**src/rtl/vga_pkg.sv**
```systemverilog
// Shared VGA timing constants (640x480@60 defaults) and derived totals for
// the pixel-pipeline blocks.
package vga_pkg;

   localparam int unsigned HActiveDef = 640;
   localparam int unsigned HFpDef     = 16;
   localparam int unsigned HSyncDef   = 96;
   localparam int unsigned HBpDef     = 48;

   localparam int unsigned VActiveDef = 480;
   localparam int unsigned VFpDef     = 10;
   localparam int unsigned VSyncDef   = 2;
   localparam int unsigned VBpDef     = 33;

   localparam int unsigned ClkDivDef  = 4;
   localparam int unsigned CwDef      = 10;

   // Length of one axis: sync, back porch, active, front porch.
   function automatic int unsigned axis_total(int unsigned sync, int unsigned bp,
                                              int unsigned active, int unsigned fp);
      return sync + bp + active + fp;
   endfunction

   localparam int unsigned HTotalDef = axis_total(HSyncDef, HBpDef, HActiveDef, HFpDef);
   localparam int unsigned VTotalDef = axis_total(VSyncDef, VBpDef, VActiveDef, VFpDef);

endpackage

```
**src/rtl/vga_timing_gen_if.sv**
```systemverilog
// Raster timing bundle from the timing generator to the pixel pipeline / pins.
interface vga_timing_gen_if #(
   parameter int unsigned CW = 10
);
   logic          pix_stb;
   logic          hSync;
   logic          vSync;
   logic          bright;
   logic [CW-1:0] hCount;
   logic [CW-1:0] vCount;
   logic [CW-1:0] x;
   logic [CW-1:0] y;
   logic          line_start;
   logic          frame_start;

   modport master (
      output pix_stb, hSync, vSync, bright, hCount, vCount, x, y, line_start, frame_start
   );

   modport slave (
      input pix_stb, hSync, vSync, bright, hCount, vCount, x, y, line_start, frame_start
   );
endinterface

```
**src/rtl/vga_axis_counter.sv**
```systemverilog
// One raster axis: position counter with registered sync. The active flag and
// coordinate are derived from the next-state count so the parent can register
// them in the same edge that moves the count.
module vga_axis_counter
   import vga_pkg::*;
#(
   parameter int unsigned SYNC   = HSyncDef,
   parameter int unsigned BP     = HBpDef,
   parameter int unsigned ACTIVE = HActiveDef,
   parameter int unsigned FP     = HFpDef,
   parameter bit          POL    = 1'b0,
   parameter int unsigned CW     = CwDef
) (
   input  logic          clk,
   input  logic          rst,
   input  logic          advance,
   output logic [CW-1:0] count,
   output logic          wrap,
   output logic          sync,
   output logic          active,
   output logic [CW-1:0] coord
);

   localparam int unsigned Total = axis_total(SYNC, BP, ACTIVE, FP);
   localparam int unsigned Start = SYNC + BP;
   localparam int unsigned Stop  = Start + ACTIVE;

   logic [CW-1:0] count_q, count_d;
   logic          sync_q, sync_d;

   assign wrap = (count_q == CW'(Total - 1));

   // Next count, sync level and active-window decode of the next count.
   always_comb begin
      count_d = count_q;
      if (advance) begin
         count_d = wrap ? '0 : count_q + CW'(1);
      end
      // Compare at 32 bits so Stop == 2^CW cannot overflow.
      sync_d = (32'(count_d) < SYNC) ? POL : ~POL;
      active = (32'(count_d) >= Start) && (32'(count_d) < Stop);
      coord  = active ? count_d - CW'(Start) : '0;
   end

   // Position and sync registers.
   always_ff @(posedge clk or posedge rst) begin
      if (rst) begin
         count_q <= '0;
         sync_q  <= POL;
      end else begin
         count_q <= count_d;
         sync_q  <= sync_d;
      end
   end

   assign count = count_q;
   assign sync  = sync_q;

endmodule

```
**src/rtl/vga_timing_gen.sv**
```systemverilog
// Parametrised VGA raster timing generator: pixel-strobe divider, horizontal
// and vertical axis counters, and registered blanking/coordinate/marker outputs.
module vga_timing_gen
   import vga_pkg::*;
#(
   parameter int unsigned H_ACTIVE = HActiveDef,
   parameter int unsigned H_FP     = HFpDef,
   parameter int unsigned H_SYNC   = HSyncDef,
   parameter int unsigned H_BP     = HBpDef,
   parameter int unsigned V_ACTIVE = VActiveDef,
   parameter int unsigned V_FP     = VFpDef,
   parameter int unsigned V_SYNC   = VSyncDef,
   parameter int unsigned V_BP     = VBpDef,
   parameter bit          H_POL    = 1'b0,
   parameter bit          V_POL    = 1'b0,
   parameter int unsigned CLK_DIV  = ClkDivDef,
   parameter int unsigned CW       = CwDef
) (
   input  logic             clk,
   input  logic             rst,
   vga_timing_gen_if.master vga
);

   localparam int unsigned HTotal = axis_total(H_SYNC, H_BP, H_ACTIVE, H_FP);
   localparam int unsigned VTotal = axis_total(V_SYNC, V_BP, V_ACTIVE, V_FP);
   localparam int unsigned DivW   = (CLK_DIV > 1) ? $clog2(CLK_DIV) : 1;

   if (64'(HTotal) > (64'd1 << CW)) begin : g_bad_htotal
      $error("H_TOTAL does not fit in CW bits");
   end
   if (64'(VTotal) > (64'd1 << CW)) begin : g_bad_vtotal
      $error("V_TOTAL does not fit in CW bits");
   end
   if (CLK_DIV < 1) begin : g_bad_div
      $error("CLK_DIV must be at least 1");
   end

   logic [DivW-1:0] div_q, div_d;
   logic            tick;
   logic            h_wrap, v_wrap, v_adv;
   logic            h_active, v_active;
   logic [CW-1:0]   h_coord, v_coord;
   logic [CW-1:0]   h_count, v_count;
   logic            h_sync, v_sync;

   logic            bright_d, bright_q;
   logic [CW-1:0]   x_d, x_q, y_d, y_q;
   logic            line_d, line_q, frame_d, frame_q, pix_stb_q;

   // With CLK_DIV == 1 the divider stays at 0, which is also its last value.
   assign tick  = (div_q == DivW'(CLK_DIV - 1));
   assign div_d = tick ? '0 : div_q + DivW'(1);
   assign v_adv = tick & h_wrap;

   vga_axis_counter #(
      .SYNC   (H_SYNC),
      .BP     (H_BP),
      .ACTIVE (H_ACTIVE),
      .FP     (H_FP),
      .POL    (H_POL),
      .CW     (CW)
   ) u_h (
      .clk     (clk),
      .rst     (rst),
      .advance (tick),
      .count   (h_count),
      .wrap    (h_wrap),
      .sync    (h_sync),
      .active  (h_active),
      .coord   (h_coord)
   );

   vga_axis_counter #(
      .SYNC   (V_SYNC),
      .BP     (V_BP),
      .ACTIVE (V_ACTIVE),
      .FP     (V_FP),
      .POL    (V_POL),
      .CW     (CW)
   ) u_v (
      .clk     (clk),
      .rst     (rst),
      .advance (v_adv),
      .count   (v_count),
      .wrap    (v_wrap),
      .sync    (v_sync),
      .active  (v_active),
      .coord   (v_coord)
   );

   // Blanking, gated coordinates and wrap markers for the upcoming pixel.
   always_comb begin
      bright_d = h_active & v_active;
      x_d      = bright_d ? h_coord : '0;
      y_d      = bright_d ? v_coord : '0;
      line_d   = tick & h_wrap;
      frame_d  = tick & h_wrap & v_wrap;
   end

   // Divider and output registers; strobe/markers last one clk after the tick.
   always_ff @(posedge clk or posedge rst) begin
      if (rst) begin
         div_q     <= '0;
         pix_stb_q <= 1'b0;
         bright_q  <= 1'b0;
         x_q       <= '0;
         y_q       <= '0;
         line_q    <= 1'b0;
         frame_q   <= 1'b0;
      end else begin
         div_q     <= div_d;
         pix_stb_q <= tick;
         bright_q  <= bright_d;
         x_q       <= x_d;
         y_q       <= y_d;
         line_q    <= line_d;
         frame_q   <= frame_d;
      end
   end

   assign vga.pix_stb     = pix_stb_q;
   assign vga.hSync       = h_sync;
   assign vga.vSync       = v_sync;
   assign vga.bright      = bright_q;
   assign vga.hCount      = h_count;
   assign vga.vCount      = v_count;
   assign vga.x           = x_q;
   assign vga.y           = y_q;
   assign vga.line_start  = line_q;
   assign vga.frame_start = frame_q;

endmodule

```
**src/flat_wrapper.sv**
```systemverilog
// flat-port wrapper written by rule: the top's interface ports become plain ports
module vga_timing_gen_flat import vga_pkg::*;
#(
   parameter int unsigned H_ACTIVE = HActiveDef,
   parameter int unsigned H_FP     = HFpDef,
   parameter int unsigned H_SYNC   = HSyncDef,
   parameter int unsigned H_BP     = HBpDef,
   parameter int unsigned V_ACTIVE = VActiveDef,
   parameter int unsigned V_FP     = VFpDef,
   parameter int unsigned V_SYNC   = VSyncDef,
   parameter int unsigned V_BP     = VBpDef,
   parameter bit          H_POL    = 1'b0,
   parameter bit          V_POL    = 1'b0,
   parameter int unsigned CLK_DIV  = ClkDivDef,
   parameter int unsigned CW       = CwDef
)
  (clk, rst, vga_pix_stb, vga_hSync, vga_vSync, vga_bright, vga_hCount, vga_vCount, vga_x, vga_y, vga_line_start, vga_frame_start);
  vga_timing_gen_if #(.CW(CW)) vga_i ();
  input  logic clk;
  input  logic rst;
  output wire logic [$bits(vga_i.pix_stb)-1:0] vga_pix_stb;
  output wire logic [$bits(vga_i.hSync)-1:0] vga_hSync;
  output wire logic [$bits(vga_i.vSync)-1:0] vga_vSync;
  output wire logic [$bits(vga_i.bright)-1:0] vga_bright;
  output wire logic [$bits(vga_i.hCount)-1:0] vga_hCount;
  output wire logic [$bits(vga_i.vCount)-1:0] vga_vCount;
  output wire logic [$bits(vga_i.x)-1:0] vga_x;
  output wire logic [$bits(vga_i.y)-1:0] vga_y;
  output wire logic [$bits(vga_i.line_start)-1:0] vga_line_start;
  output wire logic [$bits(vga_i.frame_start)-1:0] vga_frame_start;
  assign vga_pix_stb = vga_i.pix_stb;
  assign vga_hSync = vga_i.hSync;
  assign vga_vSync = vga_i.vSync;
  assign vga_bright = vga_i.bright;
  assign vga_hCount = vga_i.hCount;
  assign vga_vCount = vga_i.vCount;
  assign vga_x = vga_i.x;
  assign vga_y = vga_i.y;
  assign vga_line_start = vga_i.line_start;
  assign vga_frame_start = vga_i.frame_start;
  vga_timing_gen #(.H_ACTIVE(H_ACTIVE), .H_FP(H_FP), .H_SYNC(H_SYNC), .H_BP(H_BP), .V_ACTIVE(V_ACTIVE), .V_FP(V_FP), .V_SYNC(V_SYNC), .V_BP(V_BP), .H_POL(H_POL), .V_POL(V_POL), .CLK_DIV(CLK_DIV), .CW(CW)) u_core (.clk(clk), .rst(rst), .vga(vga_i));
endmodule
```
**config.mk**
```make
export PLATFORM = sky130hd
export DESIGN_NAME = vga_timing_gen_flat
export DESIGN_NICKNAME = d
export VERILOG_FILES = /design/src/rtl/vga_pkg.sv /design/src/rtl/vga_timing_gen_if.sv /design/src/rtl/vga_axis_counter.sv /design/src/rtl/vga_timing_gen.sv /design/src/flat_wrapper.sv
export SDC_FILE = /design/constraint.sdc
export NUM_CORES = 1
export LEC_CHECK = 0
export ABC_AREA = 0
export BUFFER_PORTS_ARGS = -buffer_cell sky130_fd_sc_hd__buf_2
export CAP_MARGIN = 20
export CORE_MARGIN = 4
export CORE_UTILIZATION = 40
export DETAILED_ROUTE_END_ITERATION = 10
export GPL_TIMING_DRIVEN = 0
export PLACE_DENSITY = 0.65
export REMOVE_ABC_BUFFERS = 1
export SLEW_MARGIN = 25
export SYNTH_ARGS = -nofsm -noshare
export SYNTH_HDL_FRONTEND = slang
export SYNTH_SLANG_ARGS = --single-unit
```
**constraint.sdc**
```tcl
create_clock -name clk -period 3.4 [get_ports clk]
set_clock_uncertainty 0.15 [all_clocks]
set_input_delay 0.17 -clock clk [delete_from_list [all_inputs] [get_ports clk]]
set_output_delay 0.17 -clock clk [all_outputs]
set_load 0.01 [all_outputs]
```
# Word level (Yosys, flattened, before mapping)
# Index checks and enable logic that the tools add are counted.
dict set report classes {
  n_mux 11
  multipliers 0
  n_shift 0
  n_bitwise 3
  n_addsub 5
  n_lt_le_gt_ge 6
  n_div 0
  n_reduce_logical 2
  eq_ne 3
}
# operator n
set ops {}
lappend ops {{$mux W10} 8}
lappend ops {{$add A10 B1 Y10 const B} 2}
lappend ops {{$eq A10 B10 Y1 const B} 2}
lappend ops {{$lt A10 B10 Y1 const B} 2}
lappend ops {{$ge A10 B6 Y1 const B} 1}
lappend ops {{$ge A10 B8 Y1 const B} 1}
lappend ops {{$lt A10 B2 Y1 const B} 1}
lappend ops {{$lt A10 B7 Y1 const B} 1}
lappend ops {{$sub A10 B6 Y10 const B} 1}
lappend ops {{$sub A10 B8 Y10 const B} 1}
lappend ops {{$and A1 B1 Y1} 3}
lappend ops {{$add A2 B1 Y2 const B} 1}
lappend ops {{$eq A2 B2 Y1 const B} 1}
lappend ops {{$logic_and A1 B1 Y1} 2}
lappend ops {{$mux W1} 2}
lappend ops {{$mux W2} 1}
dict set report word_totals {
  latchBits 0
  mem_count 0
  ramBits 0
  inputBits 2
  reg_bits 48
  mem_bits_ro 0
  elab_cells 41
  out_inout_bits 46
}

# Depth between registers and ports, before layout
# Gate-level depths: netlist of the first run.
dict set report logic_depth {
  depth_word 7
  ltp_mapped 15
  ltp_nobuf 12
}

# Cells and area by module
# A second synthesis of the first run with hierarchy kept.
dict set report hier_totals {
  cells_unflattened 314
  hier_area_um2 2996.6
}
# module instances seq_area_each_um2 cells_each area_each_um2
set by_module_without_submodules {}
lappend by_module_without_submodules {{vga_axis_counter at u_core.u_h} 1 275.3 143 1164.9}
lappend by_module_without_submodules {{vga_axis_counter at u_core.u_v} 1 275.3 115 983.4}
lappend by_module_without_submodules {vga_timing_gen 1 650.6 56 848.3}

# Worst setup path after synthesis of the first run
# OpenSTA, ideal clock, no wires.
dict set report synth_timing {
  path_type {register to register}
  startpoint {reg u_core.div_q[0]}
  endpoint {reg u_core.x_q[3], in the netlist u_core.vga.x[3]}
  t_required_ns 3.126
  setup_time_ns 0.124
  arrival_ns 2.697
  path_stages_with_launch 16
  path_buffers 3
  setup_slack_ns 0.428
  synth_period_minus_slack_ns 2.972
  path_cell_list {dfrtp_1 > ha_1 > buf_4 > and3_1 > nand3_2 > inv_1 > buf_2 > nand3_1 > o21ai_0 > ha_1 > or2_4 > o21ai_4 > a21oi_2 > o21ai_2 > buf_6 > nor3_2}
}
dict set report synth_via {
  elab_chain_len 7
  word_cells_on_any_way 14
  classes_between {1 x add/sub; 4 x order compare; 1 x eq/ne; 4 x mux; 2 x bitwise; 2 x reduce/logical}
}
# element line_no
set synth_lines {}
lappend synth_lines {{from (decl)} vga_timing_gen.sv:38} ;# logic [DivW-1:0] div_q, div_d;
lappend synth_lines {{from (signal assigned)} vga_timing_gen.sv:111} ;# div_q <= div_d;
lappend synth_lines {{$eq A2 B2 Y1 *} vga_timing_gen.sv:51} ;# assign tick = (div_q == DivW'(CLK_DIV - 1));
lappend synth_lines {{named net u_core.tick} vga_timing_gen.sv:39} ;# logic tick;
lappend synth_lines {{$and A1 B1 Y1 *} -}
lappend synth_lines {{named net u_core.line_d} vga_timing_gen.sv:48} ;# logic line_d, line_q, frame_d, frame_q, pix_stb_q;
lappend synth_lines {{$mux W10 *} vga_axis_counter.sv:36} ;# if (advance) begin
lappend synth_lines {{named net u_core.u_v.count_d[1]} vga_axis_counter.sv:28} ;# logic [CW-1:0] count_q, count_d;
lappend synth_lines {{$ge A10 B6 Y1 or $lt A10 B10 Y1 (tied branches)} vga_axis_counter.sv:41} ;# active = (32'(count_d) >= Start) && (32'(count_d) < Stop);
lappend synth_lines {{$logic_and A1 B1 Y1 *} vga_axis_counter.sv:41}
lappend synth_lines {{$and A1 B1 Y1 *} vga_timing_gen.sv:93} ;# bright_d = h_active & v_active;
lappend synth_lines {{$mux W10 *} vga_timing_gen.sv:94} ;# x_d = bright_d ? h_coord : '0;
lappend synth_lines {{named net u_core.x_d[3]} vga_timing_gen.sv:47} ;# logic [CW-1:0] x_d, x_q, y_d, y_q;
lappend synth_lines {{to (signal assigned)} vga_timing_gen.sv:106} ;# x_q <= '0;
lappend synth_lines {{to (signal assigned)} vga_timing_gen.sv:114} ;# x_q <= x_d;
lappend synth_lines {{to (decl)} vga_timing_gen.sv:47}
# Mark *: on every way through the listed nets, which the timed path passes. The rest lies on a longest branch.

# Final worst setup path of the first run
dict set report layout_timing {
  startpoint {reg u_core.u_h.count_q[0], in the netlist u_core.u_h.count[0]}
  endpoint {reg u_core.x_q[3], in the netlist u_core.vga.x[3]}
}
dict set report layout_via {
  elab_chain_len 7
  word_cells_on_any_way 16
  classes_between {2 x add/sub; 4 x order compare; 1 x eq/ne; 5 x mux; 2 x bitwise; 2 x reduce/logical}
}
# element line_no
set layout_lines {}
lappend layout_lines {{from (decl)} vga_axis_counter.sv:28}
lappend layout_lines {{from (signal assigned)} vga_axis_counter.sv:51} ;# count_q <= count_d;
lappend layout_lines {{$eq A10 B10 Y1 *} vga_axis_counter.sv:31} ;# assign wrap = (count_q == CW'(Total - 1));
lappend layout_lines {{$and A1 B1 Y1 *} vga_timing_gen.sv:53} ;# assign v_adv = tick & h_wrap;
lappend layout_lines {{$mux W10 *} vga_axis_counter.sv:36}
lappend layout_lines {{named net u_core.u_v.count_d[1]} vga_axis_counter.sv:28}
lappend layout_lines {{$ge A10 B6 Y1 or $lt A10 B10 Y1 (tied branches)} vga_axis_counter.sv:41}
lappend layout_lines {{$logic_and A1 B1 Y1 *} vga_axis_counter.sv:41}
lappend layout_lines {{$and A1 B1 Y1 *} vga_timing_gen.sv:93}
lappend layout_lines {{$mux W10 *} vga_timing_gen.sv:94}
lappend layout_lines {{named net u_core.x_d[3]} vga_timing_gen.sv:47}
# Marks and branches as above.

==> metrics.cfg, run 1 <==
[global_routing]
grtUsageMet3_pct = 3.12
grt-busiest-layer = met2
global_route.usage.met2_pct = 22.7
initial_antenna_violation_count = 0
met1_usage_pct = 22.1
grt_max_degree = 32
first_global_vias = 1761
global_route.usage.total_pct = 15.2
global_route_total_overflow = 0
global_route_wire_length_before_repair_um = 9040

[sta]
min_tclk_post_route_ps = 3220
setup_tns_ps = 0
setup_repair_after_global_routing_missed_its_margin = no
worst_slew_pin_slew_ps = 661
hold_viol_final = 0
setup_viol_count_final = 0
post_route_fraction_of_the_period_consumed_by_the_critical_path_pct = 94.8
maxClockFrequency_mhz = 310
worst_slew_margin_rel_pct = 55.8
final_max_slew_viol_count = 0

[critical_path]
criticalPathCategory = reg -> reg
setup.worst_path.start_class = flop
endpoint_kind = flop
crit_path_max_fanout = 10
crit_required_ps = 3470
critPathArrivalTime_ps = 3290

[floorplan]
floorplan.core_area_um2 = 5990
die-height_um = 87.2
die_area_um2 = 7600
die_w_um = 87.2
floorplan.initialDensity_pct = 41.9
core.rowCount = 28
io_pins = 48

[logic_synthesis]
synthesis.area_um2 = 2510
synth_sequential_area_ratio_pct = 47.9
postSynthAreaPerCell_um2 = 10.5
synthesis.yosys.warnings = 0
async_flop_share_pct = 100
synth.distinct_cells = 52
synth-seq-cells = 48
synth_top_flop_cell = sky130_fd_sc_hd__dfrtp_1
post_synth_edffs = 0
post_synth_inst_count = 238

[place]
dpl.cell_count = 352
buffer_ports.inserted = 47
detailed_place_hpwl_um = 3700
place_congestion = 0.872

[clock_tree]
path_clk_slew_ps = 80
cts_tree = yes
cts-buffers-inserted = 5
deepest_level_of_the_cts_h_tree = 2
root_buffer = sky130_fd_sc_hd__clkbuf_8
number_of_clock_sinks = 48
clock_insertion_delay_at_the_later_pin_of_the_skew_report_ps = 300
cts-root-to-sink-buffers = 2

[detailed_routing]
vias = 1896
wl_um = 5460
ant_nets = 0
vias_per_cell = 5.08
detail_route.drc_violations = 0
post_drt_wl_per_cell_um = 14.6
initialDrtViolationCount = 119
dr.pass1.iters = 4

[pwr]
irDropWorstVdd_mv = 0.166
power.total_uw = 995
power_density_nw_per_um2 = 323
p_int_uw = 792
power_frac_seq_pct = 57.3
p_switching_uw = 203
power.leakage_uw = 0.00152
share_comb_of_total_power_pct = 1.6
switching_share_pct = 20.4
power_frac_clock_pct = 41.1

[outcome]
outcome = completed

[layout]
layout-drive-gt1-share_pct = 37.2
fin_cells = 373
mostFrequentLayoutCell = sky130_fd_sc_hd__dfrtp_1
area_delta_synth_final_pct = 22.9
layout.cells.most_common_list = 48 x sky130_fd_sc_hd__dfrtp_1, 47 x sky130_fd_sc_hd__buf_2, 18 x sky130_fd_sc_hd__nor2_1, 15 x sky130_fd_sc_hd__inv_1, 15 x sky130_fd_sc_hd__nand2_1
layout.nets = 306
insertedDiodeCount = 0

[flow_run]
max_cap_viol_count = 0

[min_path]
min-delay-path-class = reg -> reg

==> cell usage after synthesis (4+ instances only) <==
master | count | area (um2)
sky130_fd_sc_hd__dfrtp_1 | 48 | 1200
sky130_fd_sc_hd__nor2_1 | 18 | 67.6
sky130_fd_sc_hd__inv_1 | 17 | 63.8
sky130_fd_sc_hd__nand2_1 | 15 | 56.3
sky130_fd_sc_hd__xnor2_1 | 13 | 114
sky130_fd_sc_hd__nor2_2 | 11 | 68.8
sky130_fd_sc_hd__nand3_1 | 10 | 50.1
sky130_fd_sc_hd__xor2_1 | 10 | 87.6
sky130_fd_sc_hd__a21oi_1 | 7 | 35.0
sky130_fd_sc_hd__ha_1 | 7 | 87.6
sky130_fd_sc_hd__nand4_1 | 7 | 43.8
sky130_fd_sc_hd__nor3_1 | 6 | 30.0
sky130_fd_sc_hd__nand3_2 | 4 | 40.0
sky130_fd_sc_hd__o21ai_0 | 4 | 20.0
==> metrics by stage <==
stage / util (%) / hold slack (ps) / cell area [um2] / worst slack [ps]
finish: 51.4 / 280 / 3080 / 178
detailed placement: 46.8 / 157 / 2810 / -379
floorplan: - / 253 / 2440 / 23.3
CTS: 50.0 / 279 / 3000 / 10.3
global placement: 46.3 / 264 / 2770 / -721
global route: 51.4 / 341 / 3080 / 19.9
==> critical path: stages (launching register included) <==
cell and delay [ps]:
sky130_fd_sc_hd__dfrtp_1 440, sky130_fd_sc_hd__ha_1 280, sky130_fd_sc_hd__and3_1 280, sky130_fd_sc_hd__nand3_4 160
sky130_fd_sc_hd__clkinvlp_4 170, sky130_fd_sc_hd__nand3_1 100, sky130_fd_sc_hd__o21ai_0 160, sky130_fd_sc_hd__ha_2 250
sky130_fd_sc_hd__or2_4 280, sky130_fd_sc_hd__nor4b_4 360, sky130_fd_sc_hd__buf_4 200, sky130_fd_sc_hd__o21ai_4 60
sky130_fd_sc_hd__buf_12 160, sky130_fd_sc_hd__nor3_2 100
==> final cells by class <==
type,count,area (um2)
Fill cell,558,2910
Multi-Input combinational cell,164,1240
Sequential cell,48,1200
Timing Repair Buffer,59,360
Tap cell,75,93.8
Inverter,18,71.3
Clock buffer,5,68.8
Clock inverter,3,42.5
Timing Repair inverter,1,5.00
==> path summary, 6_finish.rpt <==
path,from,to,slack (ps),cells past startpoint
hold reg to reg,u_core.div_q[0],u_core.div_q[0],280,1
hold / removal,u_core.div_q[0],u_core.div_q[0],280,1
max in group asynchronous,rst,u_core.u_v.count[8],2230,4
setup reg to reg,u_core.u_h.count[0],u_core.vga.x[3],180,13
setup / recovery,u_core.u_h.count[0],u_core.vga.x[3],180,13
min in group asynchronous,rst,u_core.u_v.count[2],350,3
==> routing by layer <==
layer  share of wire, %  routed length, um
met1                 47               2570
met2                 46               2500
met3                5.3                289
met4                1.8                 98
met5                  0                  0
==> logic make-up after synthesis <==
| family | synth area share, % |
|---|---|
| xor gates and xnor gates | 8.03 |
| muxes | 2.40 |
| buffers and inverters | 5.29 |
| AOI/OAI and AO/OA | 9.28 |
| and+or+nand+nor | 23.6 |
| DFF | 47.9 |
| adders and majority gates | 3.49 |
==> power by group through the flow <==
stage	Clock (uW)	Sequential (uW)	Combinational (uW)
floorplan	0	582	8.36
global placement	0	582	11.7
detailed placement	0	582	16.4
CTS	424	570	17.3
global route	446	570	19.0
finish	409	570	16.1
==> registers in the layout, summed over array words and instances (netlist names) <==
register,count
u_core.div_q,2
u_core.u_h.count,10
u_core.u_h.sync,1
u_core.u_v.count,10
u_core.u_v.sync,1
u_core.vga.bright,1
u_core.vga.frame_start,1
u_core.vga.line_start,1
u_core.vga.pix_stb,1
u_core.vga.x,10
u_core.vga.y,10
==> what timing repair did <==
| item | CTS | global route |
|---|---|---|
| pin swaps | 2 | 1 |
| hold endpoints to repair | 30 | 0 |
| cloned | 1 | 1 |
| hold buffers | 1 | 0 |
| endpoints found under the setup margin | 21 | 21 |
| buffers inserted | 3 | 7 |
| resized for setup | 4 | 5 |
Power figures use the tool's default switching activity.
==> inputs of run 2 (changes only) <==
- clock period: 3.4 -> 3.5 ns (I/O delays scaled with it)
==> run 2 against run 1 <==
Worst setup slack improved by 62 ps. Final cell count unchanged. Count of clock-buffer cells in the layout is the same. Clock power decreased by 3%. Sequential power fell by 3%. Hold slack barely moved. Sequential share of layout area is essentially flat. Fmax down 1.2%. Die area unchanged. Design area hardly changed. Wire length barely moved. Utilization about the same. Critical endpoint unchanged.
==> metrics.cfg, run 2 (synthesis gave the netlist of run 1 again) <==
[critical_path]
crit_required_ps = 3570  ; +100 ps
crit_path_max_fanout = 10  ; unchanged
setup.worst_path.start_class = flop
criticalPathCategory = reg -> reg
endpoint_kind = flop
crit_top_cell = sky130_fd_sc_hd__ha_1
slowest_stage = sky130_fd_sc_hd__dfrtp_1
critical_path.top_delay_family = simple AND/OR/NAND/NOR gates
timing.critical_path.slowest_cell_delay_ps = 440  ; about the same
crit_chain = ha_1 > and3_1 > nand3_4 > clkinvlp_4 > nand3_1 > o21ai_0 > ha_1 > or2_4 > nor4b_4 > buf_4 > o21ai_4 > buf_12 > nor3_2
path_buf_inv = 3  ; unchanged
critPathArrivalTime_ps = 3330  ; +40 ps

[floorplan]
die-height_um = 87.2  ; unchanged
die_w_um = 87.2  ; unchanged
io_pins = 48  ; unchanged
core.rowCount = 28  ; unchanged
die_area_um2 = 7600  ; unchanged
floorplan.core_area_um2 = 5990  ; unchanged
floorplan.initialDensity_pct = 41.9  ; unchanged

[pwr]
power_density_nw_per_um2 = 314  ; -2.8%
power.leakage_uw = 0.00153  ; +0.21%
power.total_uw = 966  ; -2.9%
irDropWorstVdd_mv = 0.162  ; -2.7%

[sta]
timing.hold.ws_ps = 280  ; +0.0490 ps
setup_repair_after_global_routing_missed_its_margin = no
final_max_slew_viol_count = 0  ; unchanged
maxClockFrequency_mhz = 307  ; -1.2%
min_tclk_post_route_ps = 3260  ; +37.8 ps
hold_viol_final = 0  ; unchanged
post_route_fraction_of_the_period_consumed_by_the_critical_path_pct = 93.1  ; -1.6 points
worst_slew_pin_slew_ps = 661  ; -0.269 ps
setup_viol_count_final = 0  ; unchanged
worst_slew_margin_rel_pct = 55.9  ; about the same

[detailed_routing]
initialDrtViolationCount = 101  ; -15%
post_drt_wl_per_cell_um = 14.6  ; about the same
ant_nets = 0  ; unchanged
wl_um = 5460  ; about the same
dr.pass1.iters = 4  ; unchanged
detail_route.drc_violations = 0  ; unchanged
vias = 1872  ; -1.3%
vias_per_cell = 5.02  ; -1.3%

[flow_run]
max_cap_viol_count = 0  ; unchanged

[layout]
area_delta_synth_final_pct = 22.8  ; about the same
mostFrequentLayoutCell = sky130_fd_sc_hd__dfrtp_1
insertedDiodeCount = 0  ; unchanged
layout.cells.most_common_list = 48 x sky130_fd_sc_hd__dfrtp_1, 47 x sky130_fd_sc_hd__buf_2, 18 x sky130_fd_sc_hd__nor2_1, 15 x sky130_fd_sc_hd__inv_1, 15 x sky130_fd_sc_hd__nand2_1
layout.nets = 306  ; unchanged
layout-drive-gt1-share_pct = 36.9  ; -0.34 points

[clock_tree]
path_clk_slew_ps = 80  ; about the same
cts-root-to-sink-buffers = 2  ; unchanged
deepest_level_of_the_cts_h_tree = 2  ; unchanged
clock_insertion_delay_at_the_later_pin_of_the_skew_report_ps = 300  ; about the same
cts_tree = yes
number_of_clock_sinks = 48  ; unchanged
cts-buffers-inserted = 5  ; unchanged
root_buffer = sky130_fd_sc_hd__clkbuf_8

[global_routing]
global_route_total_overflow = 0  ; unchanged
first_global_vias = 1757  ; -0.23%
grt_max_degree = 32  ; unchanged
initial_antenna_violation_count = 0  ; unchanged
global_route.usage.total_pct = 15.2  ; +0.020 points
global_route_wire_length_before_repair_um = 9050  ; +0.14%

[place]
detailed_place_hpwl_um = 3700  ; unchanged
place_congestion = 0.872  ; unchanged
buffer_ports.inserted = 47  ; unchanged

[min_path]
min-delay-path-class = reg -> reg

[outcome]
outcome = completed

run 2: area by class of cell:
cell class,count,area (um2)
clock buffers,5,68.8
clock inverters,3,42.5
fillers,560,2910
inverters,18,71.3
multi-input cells,164,1230
flip-flops and latches,48,1200
well taps,75,93.8
repair buffers,59,360
repair inverters,1,5.00
run 2: worst reg2reg max path: cells and delay by family, from the launching register on:
family | cells | cell delay, ps
simple gates | 6 | 1280
fa+ha+maj | 2 | 560
buf+inv | 3 | 530
flops | 1 | 440
compound gates | 2 | 220
run 2: repair_timing:
action	4_1_cts	5_1_grt
resized for setup	4	4
hold buffers	1	0
pin swaps	1	2
gates cloned	1	1
endpoints found under the setup margin	21	21
setup buffers	2	8
hold endpoints to repair	30	0
run 2: where the power goes:
part | total, uW | internal [uW] | leakage (uW) | switching (uW)
combinational | 15.7 | 4.33 | 0.000816 | 11.4
clock | 396 | 211 | 0.0000541 | 185
sequential | 554 | 554 | 0.000656 | 0
run 2: per-layer routing:
metal	up-vias	track usage (%)	part of all wire, %
met5	-	0	0
met4	0	4.88	1.9
met3	11	3.41	5.4
met2	38	22.7	46
met1	884	22.0	47
li1	939	-	-
run 2: path summary, 6_finish.rpt:
kind | start | to | slack, ps | depth (start not counted)
setup reg to reg | u_core.u_h.count[0] | u_core.vga.x[3] | 240 | 13
hold reg to reg | u_core.div_q[0] | u_core.div_q[0] | 280 | 1
hold / removal | u_core.div_q[0] | u_core.div_q[0] | 280 | 1
max in group asynchronous | rst | u_core.u_v.count[8] | 2320 | 4
min in group asynchronous | rst | u_core.u_v.count[2] | 360 | 3
setup / recovery | u_core.u_h.count[0] | u_core.vga.x[3] | 240 | 13
run 2: through the flow:
stage          std cells  TNS, ps  worst slack (ps)  area (um2)  util, %
5_1_grt              373        0              64.0        3080     51.4
4_1_cts              364        0             0.360        2980     49.7
6_report             373        0               240        3080     51.4
3_5_place_dp         352    -5280              -279        2810     46.8
2_1_floorplan        229        0               123        2440        -
3_3_place_gp         351   -12160              -621        2770     46.3
==> inputs of run 3 (changes only) <==
- clock period: 3.5 -> 3.7 ns (I/O delays scaled with it)
==> run 3 against run 2 <==
Non-clock buffer count fell by 7. Final cell count shrank 2.1%. Wire length fell by 2.3%. Worst setup slack gained 94 ps. Sequential share of layout area increased by 1.0 points. Global-route usage fell by 0.079 points. Critical endpoint is now u_core.vga.y[0]. Largest cell class unchanged. Largest power group unchanged.
==> metrics.cfg, run 3 (synthesis gave the netlist of run 1 again) <==
[critical_path]
rr_worst_depth = 13  ; unchanged
crit_required_ps = 3740  ; +170 ps
reg2reg_slack_ps = 330  ; +90 ps
critPathArrivalTime_ps = 3400  ; +70 ps
crit_path_max_fanout = 14  ; +4
worstReg2RegEnd = u_core.vga.y[0]
r2r-start = u_core.u_h.count[0]
criticalPathCategory = reg -> reg
setup.worst_path.start_class = flop
endpoint_kind = flop

[clock_tree]
root_buffer = sky130_fd_sc_hd__clkbuf_8
cts-root-to-sink-buffers = 2  ; unchanged
cts_tree = yes
deepest_level_of_the_cts_h_tree = 2  ; unchanged
cts-buffers-inserted = 5  ; unchanged
number_of_clock_sinks = 48  ; unchanged
clock_insertion_delay_at_the_later_pin_of_the_skew_report_ps = 300  ; about the same
path_clk_slew_ps = 90  ; about the same

[min_path]
min_from = u_core.div_q[0]
holdPathEnd = u_core.div_q[0]
min-delay-path-class = reg -> reg
hold_path_depth = 1  ; unchanged

[sta]
final_max_slew_viol_count = 0  ; unchanged
maxClockFrequency_mhz = 297  ; -3.1%
setup_repair_after_global_routing_missed_its_margin = no
hold_viol_final = 0  ; unchanged
setup_viol_count_final = 0  ; unchanged
min_tclk_post_route_ps = 3370  ; +106 ps
worst_slew_pin_slew_ps = 663  ; +1.61 ps
post_route_fraction_of_the_period_consumed_by_the_critical_path_pct = 91.0  ; -2.2 points
worst_slew_margin_rel_pct = 55.8  ; -0.11 points
final_critical_path_setup_slack_ps = 334  ; +94.0 ps

[global_routing]
global_route_total_overflow = 0  ; unchanged
initial_antenna_violation_count = 0  ; unchanged
global_route.usage.total_pct = 15.2  ; -0.079 points
grt_max_degree = 32  ; unchanged
global_route_wire_length_before_repair_um = 9010  ; -0.45%
first_global_vias = 1749  ; -0.46%

[floorplan]
die_area_um2 = 7600  ; unchanged
die-height_um = 87.2  ; unchanged
floorplan.initialDensity_pct = 41.9  ; unchanged
core.rowCount = 28  ; unchanged
io_pins = 48  ; unchanged
floorplan.core_area_um2 = 5990  ; unchanged
die_w_um = 87.2  ; unchanged

[flow_run]
max_cap_viol_count = 0  ; unchanged

[layout]
insertedDiodeCount = 0  ; unchanged
layout_cell_area_excl_fill_um2 = 3000  ; -2.6%
area_delta_synth_final_pct = 19.6
mostFrequentLayoutCell = sky130_fd_sc_hd__dfrtp_1
layout-drive-gt1-share_pct = 35.2  ; -1.7 points
layout.nets = 298  ; -2.6%
layout.cells.most_common_list = 48 x sky130_fd_sc_hd__dfrtp_1, 47 x sky130_fd_sc_hd__buf_2, 18 x sky130_fd_sc_hd__nor2_1, 15 x sky130_fd_sc_hd__inv_1, 15 x sky130_fd_sc_hd__nand2_1

[pwr]
irDropWorstVdd_mv = 0.153  ; -5.4%
power_density_nw_per_um2 = 306  ; -2.6%
power.leakage_uw = 0.00149  ; -2.6%

[detailed_routing]
dr.pass1.iters = 4  ; unchanged
wl_um = 5330  ; -2.3%
initialDrtViolationCount = 90  ; -11%
vias = 1860  ; -0.64%
ant_nets = 0  ; unchanged
vias_per_cell = 5.10  ; +1.5%
detail_route.drc_violations = 0  ; unchanged
post_drt_wl_per_cell_um = 14.6  ; -0.11%

[place]
buffer_ports.inserted = 47  ; unchanged
placed_area_um2 = 2810  ; unchanged
dp_slack_ps = -79.1  ; +200 ps
place_congestion = 0.872  ; unchanged
detailed_place_hpwl_um = 3700  ; unchanged

[outcome]
outcome = completed

run 3: worst max-delay path: stages (launching register included):
cell                         delay (ps)
sky130_fd_sc_hd__dfrtp_1            440
sky130_fd_sc_hd__ha_1               280
sky130_fd_sc_hd__and3_1             250
sky130_fd_sc_hd__nand3_2            190
sky130_fd_sc_hd__clkinvlp_4         280
sky130_fd_sc_hd__nand3_1            150
sky130_fd_sc_hd__o21ai_0            160
sky130_fd_sc_hd__ha_1               280
sky130_fd_sc_hd__or2_4              290
sky130_fd_sc_hd__o21ai_4            190
sky130_fd_sc_hd__a21oi_2            140
sky130_fd_sc_hd__o21ai_4            180
sky130_fd_sc_hd__buf_4              180
sky130_fd_sc_hd__nor2_1              50
run 3: worst max path at each step:
| stage | from | end | slack (ps) | cells after the start |
|---|---|---|---|---|
| global placement | u_core.div_q[0] | u_core.vga.x[0] | -420 | 11 |
| global route | u_core.u_h.count[1] | u_core.vga.x[2] | 70 | 13 |
| detailed placement | u_core.div_q[0] | u_core.vga.x[0] | -80 | 11 |
| floorplan | u_core.div_q[0] | u_core.vga.x[0] | 320 | 11 |
| CTS | u_core.div_q[0] | u_core.vga.y[1] | 60 | 11 |
| finish | u_core.u_h.count[0] | u_core.vga.y[0] | 330 | 13 |
run 3: stage by stage:
step / power, uW / hold slack (ps) / instances / util, % / TNS [ps]
3_3_place_gp: 545 / 264 / 351 / 46.3 / -7960
2_1_floorplan: 542 / 253 / 229 / - / 0
5_1_grt: 952 / 341 / 365 / 50.0 / 0
3_5_place_dp: 550 / 172 / 352 / 46.8 / -1080
4_1_cts: 930 / 279 / 362 / 49.3 / 0
6_report: 916 / 280 / 365 / 50.0 / 0
run 3: per-layer routing:
metal  wire (um)  track usage (%)  vias to the layer above
met5           0                0                        -
met4          59             4.88                        0
met3         230             3.31                        6
met2        2440             22.6                       38
met1        2610             21.9                      893
li1            -                -                      923
run 3: area by class of cell:
cell class | instances | area (um2)
clock inverter | 3 | 42.5
timing repair buffer | 52 | 308
fill | 568 | 2990
sequential | 48 | 1200
tap | 75 | 93.8
multi-input combinational | 164 | 1210
clock buffer | 5 | 68.8
inverter | 18 | 71.3
run 3: report_power, final:
group	internal [uW]	switching [uW]	leakage, uW
combinational	4.10	10.8	0.000776
clock	200	177	0.0000541
sequential	524	0	0.000656
run 3: repair_timing:
action,CTS,global route
setup buffers,0,3
resized for setup,2,3
hold buffers,1,0
endpoints found under the setup margin,21,21
cloned,1,0
endpoints found under the hold margin,30,0
pin swaps,1,2
